<file path="config.mk">
export PLATFORM = sky130hd
export DESIGN_NAME = if_stage
export DESIGN_NICKNAME = d
export VERILOG_FILES = /design/src/rtl/mips_pkg.sv /design/src/rtl/if_id_reg.sv /design/src/rtl/if_stage.sv
export SDC_FILE = /design/constraint.sdc
export NUM_CORES = 1
export LEC_CHECK = 0
export BUFFER_PORTS_ARGS = -buffer_cell sky130_fd_sc_hd__buf_2
export CORE_MARGIN = 2
export CORE_UTILIZATION = 55
export CTS_CLUSTER_DIAMETER = 50
export CTS_CLUSTER_SIZE = 8
export DETAILED_ROUTE_END_ITERATION = 10
export GPL_ROUTABILITY_DRIVEN = 1
export PLACE_DENSITY_LB_ADDON = 0.1
export SLEW_MARGIN = 20
export SYNTH_ARGS = -nofsm -noshare
export SYNTH_HDL_FRONTEND = slang
export SYNTH_HIERARCHICAL = 1
export SYNTH_SLANG_ARGS = --single-unit
</file>
<file path="constraint.sdc">
create_clock -name clk -period 10.5 [get_ports clk]
set_clock_uncertainty 0.05 [all_clocks]
set_input_delay 1.575 -clock clk [delete_from_list [all_inputs] [get_ports clk]]
set_output_delay 1.575 -clock clk [all_outputs]
set_load 0.02 [all_outputs]
</file>
<file path="src/rtl/mips_pkg.sv">
// ---------------------------------------------------------------------------
// mips_pkg
// Shared definitions for the MIPS fetch front end.
//   if_state_e       : fetch FSM states (request, skid-buffered, drop-in-flight)
//   INSTR_NOP        : all-zero instruction word placed in IF/ID for bubbles
//   RESET_PC_DEFAULT : default PC loaded on reset
// ---------------------------------------------------------------------------
package mips_pkg;

  typedef enum logic [1:0] {
    IF_REQ  = 2'd0,
    IF_BUF  = 2'd1,
    IF_DROP = 2'd2
  } if_state_e;

  localparam logic [31:0] INSTR_NOP        = 32'h0000_0000;
  localparam logic [31:0] RESET_PC_DEFAULT = 32'h0000_0000;

endpackage

</file>
<file path="src/rtl/if_id_reg.sv">
// ---------------------------------------------------------------------------
// if_id_reg
// IF/ID pipeline register. Holds its contents unless told to load or clear.
// Clear wins over load and leaves a bubble (valid=0, instr=NOP); the PC+4
// copy is left untouched on a clear because nothing downstream reads it
// without valid.
// Ports:
//   clk, rst         : clock, asynchronous active-high reset
//   load_en          : write {pc_plus_4_in, instr_in} as a live instruction
//   clear_en         : write a bubble (takes priority over load_en)
//   pc_plus_4_in     : PC+4 of the instruction being loaded
//   instr_in         : instruction word being loaded
//   id_pc_plus_4     : registered PC+4
//   id_instr         : registered instruction
//   id_valid         : registered valid flag
// ---------------------------------------------------------------------------
module if_id_reg
  import mips_pkg::*;
(
  input  logic        clk,
  input  logic        rst,
  input  logic        load_en,
  input  logic        clear_en,
  input  logic [31:0] pc_plus_4_in,
  input  logic [31:0] instr_in,
  output logic [31:0] id_pc_plus_4,
  output logic [31:0] id_instr,
  output logic        id_valid
);

  logic [31:0] id_pc_plus_4_q, id_pc_plus_4_d;
  logic [31:0] id_instr_q, id_instr_d;
  logic        id_valid_q, id_valid_d;

  always_comb begin
    id_pc_plus_4_d = id_pc_plus_4_q;
    id_instr_d     = id_instr_q;
    id_valid_d     = id_valid_q;
    if (clear_en) begin
      id_instr_d = INSTR_NOP;
      id_valid_d = 1'b0;
    end else if (load_en) begin
      id_pc_plus_4_d = pc_plus_4_in;
      id_instr_d     = instr_in;
      id_valid_d     = 1'b1;
    end
  end

  always_ff @(posedge clk or posedge rst) begin
    if (rst) begin
      id_pc_plus_4_q <= 32'h0;
      id_instr_q     <= INSTR_NOP;
      id_valid_q     <= 1'b0;
    end else begin
      id_pc_plus_4_q <= id_pc_plus_4_d;
      id_instr_q     <= id_instr_d;
      id_valid_q     <= id_valid_d;
    end
  end

  assign id_pc_plus_4 = id_pc_plus_4_q;
  assign id_instr     = id_instr_q;
  assign id_valid     = id_valid_q;

endmodule

</file>
<file path="src/rtl/if_stage.sv">
// ---------------------------------------------------------------------------
// if_stage
// Instruction fetch stage: PC register, fetch FSM, one-entry skid buffer and
// the IF/ID register (if_id_reg).
//   IF_REQ  : request at PC; accept data into IF/ID, or into the skid buffer
//             if ID is stalled.
//   IF_BUF  : skid buffer full, no request; drains into IF/ID when stall drops.
//   IF_DROP : a flush arrived while a read was outstanding; keep the address
//             stable until the memory answers, throw the data away, then
//             resume at the saved redirect target.
// Ports:
//   clk, rst       : clock, asynchronous active-high reset
//   pc_next        : next PC from the next-PC select logic
//   stall          : ID cannot accept (hold IF/ID)
//   flush          : taken branch/jump; kill fetch, redirect to pc_next
//   imem_req/addr  : instruction memory request and address (= PC)
//   imem_ready     : read data valid this cycle
//   imem_rdata     : instruction word
//   pc_plus_4      : PC + 4
//   id_pc_plus_4, id_instr, id_valid : IF/ID register outputs
//   fetch_wait     : request outstanding and memory not ready
// Optional (macro IF_PERF_CNT_EN):
//   perf_fetch_cnt : instructions written valid into IF/ID (wraps)
//   perf_wait_cnt  : cycles with fetch_wait high (wraps)
// ---------------------------------------------------------------------------
module if_stage
  import mips_pkg::*;
#(
  parameter logic [31:0] RESET_PC = RESET_PC_DEFAULT
) (
  input  logic        clk,
  input  logic        rst,
  input  logic [31:0] pc_next,
  input  logic        stall,
  input  logic        flush,
  output logic        imem_req,
  output logic [31:0] imem_addr,
  input  logic        imem_ready,
  input  logic [31:0] imem_rdata,
  output logic [31:0] pc_plus_4,
  output logic [31:0] id_pc_plus_4,
  output logic [31:0] id_instr,
  output logic        id_valid,
`ifdef IF_PERF_CNT_EN
  output logic [31:0] perf_fetch_cnt,
  output logic [31:0] perf_wait_cnt,
`endif
  output logic        fetch_wait
);

  if_state_e   state_q, state_d;
  logic [31:0] pc_q, pc_d;
  logic [31:0] buf_pc4_q, buf_pc4_d;
  logic [31:0] buf_instr_q, buf_instr_d;
  logic [31:0] redirect_q, redirect_d;

  logic        load_en;
  logic        clear_en;
  logic [31:0] load_pc4;
  logic [31:0] load_instr;

  // Address comes straight from the PC register, so it cannot move while a
  // read is outstanding: the PC only changes on ready, flush from BUF, or in
  // BUF where no request is issued.
  assign imem_req   = (state_q != IF_BUF);
  assign imem_addr  = pc_q;
  assign pc_plus_4  = pc_q + 32'd4;
  assign fetch_wait = imem_req & ~imem_ready;

  // Next-state logic. Flush is tested first in every state so it always
  // beats stall.
  always_comb begin
    state_d     = state_q;
    pc_d        = pc_q;
    buf_pc4_d   = buf_pc4_q;
    buf_instr_d = buf_instr_q;
    redirect_d  = redirect_q;
    load_en     = 1'b0;
    clear_en    = 1'b0;
    load_pc4    = pc_plus_4;
    load_instr  = imem_rdata;

    case (state_q)
      IF_REQ: begin
        if (flush) begin
          clear_en = 1'b1;
          if (imem_ready) begin
            pc_d = pc_next;
          end else begin
            redirect_d = pc_next;
            state_d    = IF_DROP;
          end
        end else if (imem_ready) begin
          pc_d = pc_next;
          if (stall) begin
            buf_pc4_d   = pc_plus_4;
            buf_instr_d = imem_rdata;
            state_d     = IF_BUF;
          end else begin
            load_en = 1'b1;
          end
        end else if (!stall) begin
          clear_en = 1'b1;
        end
      end

      IF_BUF: begin
        if (flush) begin
          clear_en = 1'b1;
          pc_d     = pc_next;
          state_d  = IF_REQ;
        end else if (!stall) begin
          load_en    = 1'b1;
          load_pc4   = buf_pc4_q;
          load_instr = buf_instr_q;
          state_d    = IF_REQ;
        end
      end

      IF_DROP: begin
        // A repeated flush replaces the target; the latest one wins even in
        // the cycle the abandoned read completes.
        if (flush) begin
          clear_en   = 1'b1;
          redirect_d = pc_next;
        end
        if (imem_ready) begin
          pc_d    = flush ? pc_next : redirect_q;
          state_d = IF_REQ;
        end
      end

      default: begin
        state_d = IF_REQ;
      end
    endcase
  end

  always_ff @(posedge clk or posedge rst) begin
    if (rst) begin
      state_q     <= IF_REQ;
      pc_q        <= RESET_PC;
      buf_pc4_q   <= 32'h0;
      buf_instr_q <= INSTR_NOP;
      redirect_q  <= 32'h0;
    end else begin
      state_q     <= state_d;
      pc_q        <= pc_d;
      buf_pc4_q   <= buf_pc4_d;
      buf_instr_q <= buf_instr_d;
      redirect_q  <= redirect_d;
    end
  end

  if_id_reg u_if_id_reg (
    .clk          (clk),
    .rst          (rst),
    .load_en      (load_en),
    .clear_en     (clear_en),
    .pc_plus_4_in (load_pc4),
    .instr_in     (load_instr),
    .id_pc_plus_4 (id_pc_plus_4),
    .id_instr     (id_instr),
    .id_valid     (id_valid)
  );

`ifdef IF_PERF_CNT_EN
  logic [31:0] fetch_cnt_q, fetch_cnt_d;
  logic [31:0] wait_cnt_q, wait_cnt_d;

  // Counters wrap naturally at 2^32.
  always_comb begin
    fetch_cnt_d = fetch_cnt_q + {31'b0, (load_en & ~clear_en)};
    wait_cnt_d  = wait_cnt_q + {31'b0, fetch_wait};
  end

  always_ff @(posedge clk or posedge rst) begin
    if (rst) begin
      fetch_cnt_q <= 32'h0;
      wait_cnt_q  <= 32'h0;
    end else begin
      fetch_cnt_q <= fetch_cnt_d;
      wait_cnt_q  <= wait_cnt_d;
    end
  end

  assign perf_fetch_cnt = fetch_cnt_q;
  assign perf_wait_cnt  = wait_cnt_q;
`endif

endmodule

</file>
==> results.md <==
- CP endpoint kind: primary output
- Synth Net Count: 1056
- FILL cells: 1407
- Final setup fails: 0
- Unique masters post-synth: 43
- Post-DRT Antenna Nets: 0
- H-tree levels: 4
- Max_slew headroom: 30.55%
- Asr flop ratio synth: 100.0%
- DIE HEIGHT: 135.2 µm
- Vias in the first global route: 6885
- Cell Rows: 47
- GPL Wtd Cong: 0.8692
- Max VDD drop: 158.3 µV
- Pre-antenna DRT Iters: 5
- CTS max path bufs: 2
- Synth warn: 6
- Core ar.: 0.01670 mm²
- Fmax: 217.2 MHz
- Area Growth Syn to Fin: 17.40%
- Antenna diode count: 0
- RSZ-0062 raised after global routing: no
- Vias: 7379
- Kind of critical path: register to primary output
- Total CTS buffers: 17
- Total gr overflow: 0
- Nets: 1218
- CTS tree: done
- Final Max Tran Viols: 0
- HPWL Detailed: 15490 µm
- R2R depth: 8
- Mean Syn Cell Area: 9.643 µm²
- Pleak: 5.780 nW
- Number of synthesized register bits: 195
- Worst r2r dst: u_if_id_reg/id_pc_plus_4[30]$_DFFE_PP0P_
- Via density: 5.367
- Sink Count: 195
- Power Density: 305.8 mW/mm²
- Sequential Area: 0.004880 mm²
- GR Util All Layers: 25.51%
- Initial antenna violation count: 0
- Final Critical Period: 4.604 ns
- Worst Path Required: 8.88 ns
- Final period utilization: 43.85%
- Fin Setup TNS: 0 ns
- Wire per inst: 16.61 µm
- Hold slack final: 0.4267 ns
- Commonest non-fill, non-tap cell in the layout: nand2_1
- Worst hold start: buf_instr_q[24]$_DFFE_PP0P_
- Io pins: 200
- Area of the multi-input gates: 0.004249 mm²
- Cells after synthesis: 982
- Power after layout: 3.400 mW
- Clk slew on worst S/H paths: 0.07 ns
- Worst hold endpoint: buf_instr_q[24]$_DFFE_PP0P_
- Cell area after synthesis: 0.009469 mm²
- Root buffer cell: clkbuf_16
- DRC: 0
- Setup crit start kind: register
- Outcome: completed
- Most frequent cells in the layout: nand2_1 (285), buf_2 (199), dfrtp_1 (195), nor2_1 (76), mux2i_1 (67)
- Final hold viol count: 0
- Total wire length: 22830 µm
- Die area: 0.01828 mm²
- Top_reg_cell synth: dfrtp_1
- Initial core utilization: 56.70%
- Crit path max fanout: 19
- Maxcap violations: 0
- Worst min path class: register to register
- Layout cells sized above 1: 27.62%
- Post-CTS Setup Bufs: 0
- Post-synth EDFFs: 0
- Die X: 135.2 µm
- Worst reg2reg startpoint: state_q[0]$_DFFE_PP0P_
- WHS Path Cells: 2
- Cell taking the most area after synthesis: dfrtp_1
- Crit path DAT: 2.98 ns
- Clock Latency Late Sink: 0.42 ns
- IO Port Bufs: 199
- Slew @ Worst Pin: 1.039 ns
- CTS Hold Buffers Added: 0
- First-pass GRT wire length: 36270 µm
- Reg2reg setup slack: 7.16 ns
- Yosys top cell area share: 51.53%
- Initial drt markers: 519
- Pin count of the biggest net entering global routing: 93
- CTS resizes: 0
- Seq/Total Area, Yosys: 51.53%
- Leading cell types by total area after synthesis: dfrtp_1 (52%), nand2_1 (11%), mux2i_1 (7.1%), mux2_4 (4.8%), mux2_2 (4.0%)
-- synth_stat cells, drive strengths merged (5+ instances only) --
cell	n
nand2	285
dfrtp	195
nor2	76
mux2i	67
mux2	64
o21ai	56
clkbuf	46
inv	24
a31oi	23
buf	19
a21oi	18
nand3	16
nand4	15
or4	12
xor2	10
or3	9
and4	6
ha	5
o211ai	5
-- worst max-delay path: stages, from the launching register on --
cell	delay, ns
dfrtp_1	0.53
ha_1	0.41
nand4_1	0.60
or4_1	0.76
nand2_1	0.09
buf_2	0.16
-- power by group --
group	switching, mW	internal, mW	total [mW]
logic	0.877	0.547	1.42
clock network	0.283	0.339	0.622
registers	0.265	1.09	1.35
-- layout make-up --
type                    count  area share, %
repair buffers            208          9.567
clock buffers              19          4.074
multi-input cells         698          38.22
flip-flops and latches    195          43.89
well taps                 220          2.476
inverters                  24         0.8554
clock inverters            11         0.9116
-- per-stage QoR --
step | std cells | setup WS, ns | utilization, % | instance area (µm²)
final | 1375 | 5.896 | 66.56 | 11120
after global routing | 1375 | 5.696 | 66.56 | 11120
after CTS | 1375 | 5.893 | 66.56 | 11120
after detailed placement | 1345 | 6.373 | 63.25 | 10560
after global placement | 1345 | 6.450 | 63.25 | 10560
after floorplan | 982 | 5.406 | - | 9469
-- how the worst max path moves through the flow --
stage,startpoint,end,slack (ns),depth (start not counted)
final,imem_addr[2]$_DFFE_PP0P_,pc_plus_4[26],5.90,5
after global routing,imem_addr[2]$_DFFE_PP0P_,pc_plus_4[28],5.70,5
after CTS,imem_addr[2]$_DFFE_PP0P_,pc_plus_4[26],5.89,5
after detailed placement,imem_addr[2]$_DFFE_PP0P_,pc_plus_4[26],6.37,5
after global placement,imem_addr[2]$_DFFE_PP0P_,pc_plus_4[28],6.45,5
after floorplan,rst,buf_instr_q[0]$_DFFE_PP0P_,5.41,1
-- routing by layer --
metal	global-route usage, %	part of all wire (%)	up-vias	routed length [µm]
li1	-	-	3622	-
met1	36.88	46	3479	10540
met2	38.61	45	247	10380
met3	5.724	6.6	31	1514
met4	8.275	1.8	0	402
met5	0	0	-	0
-- flip-flops by register name, summed over array words and instances, names as in the netlist --
signal,flops
redirect_q,32
imem_addr,32
u_if_id_reg/id_valid,1
state_q,2
buf_instr_q,32
u_if_id_reg/id_instr,32
buf_pc4_q,32
u_if_id_reg/id_pc_plus_4,32
-- cells by family after synthesis --
kind of cell / after synthesis / share of synthesized area [%]
buf+inv: 89 / 4.175
simple gates: 433 / 19.53
compound gates: 115 / 6.924
mux: 131 / 15.88
xor+xnor: 14 / 1.295
fa+ha+maj: 5 / 0.6607
flops: 195 / 51.53
No activity file was read; power rests on OpenSTA's default activity.
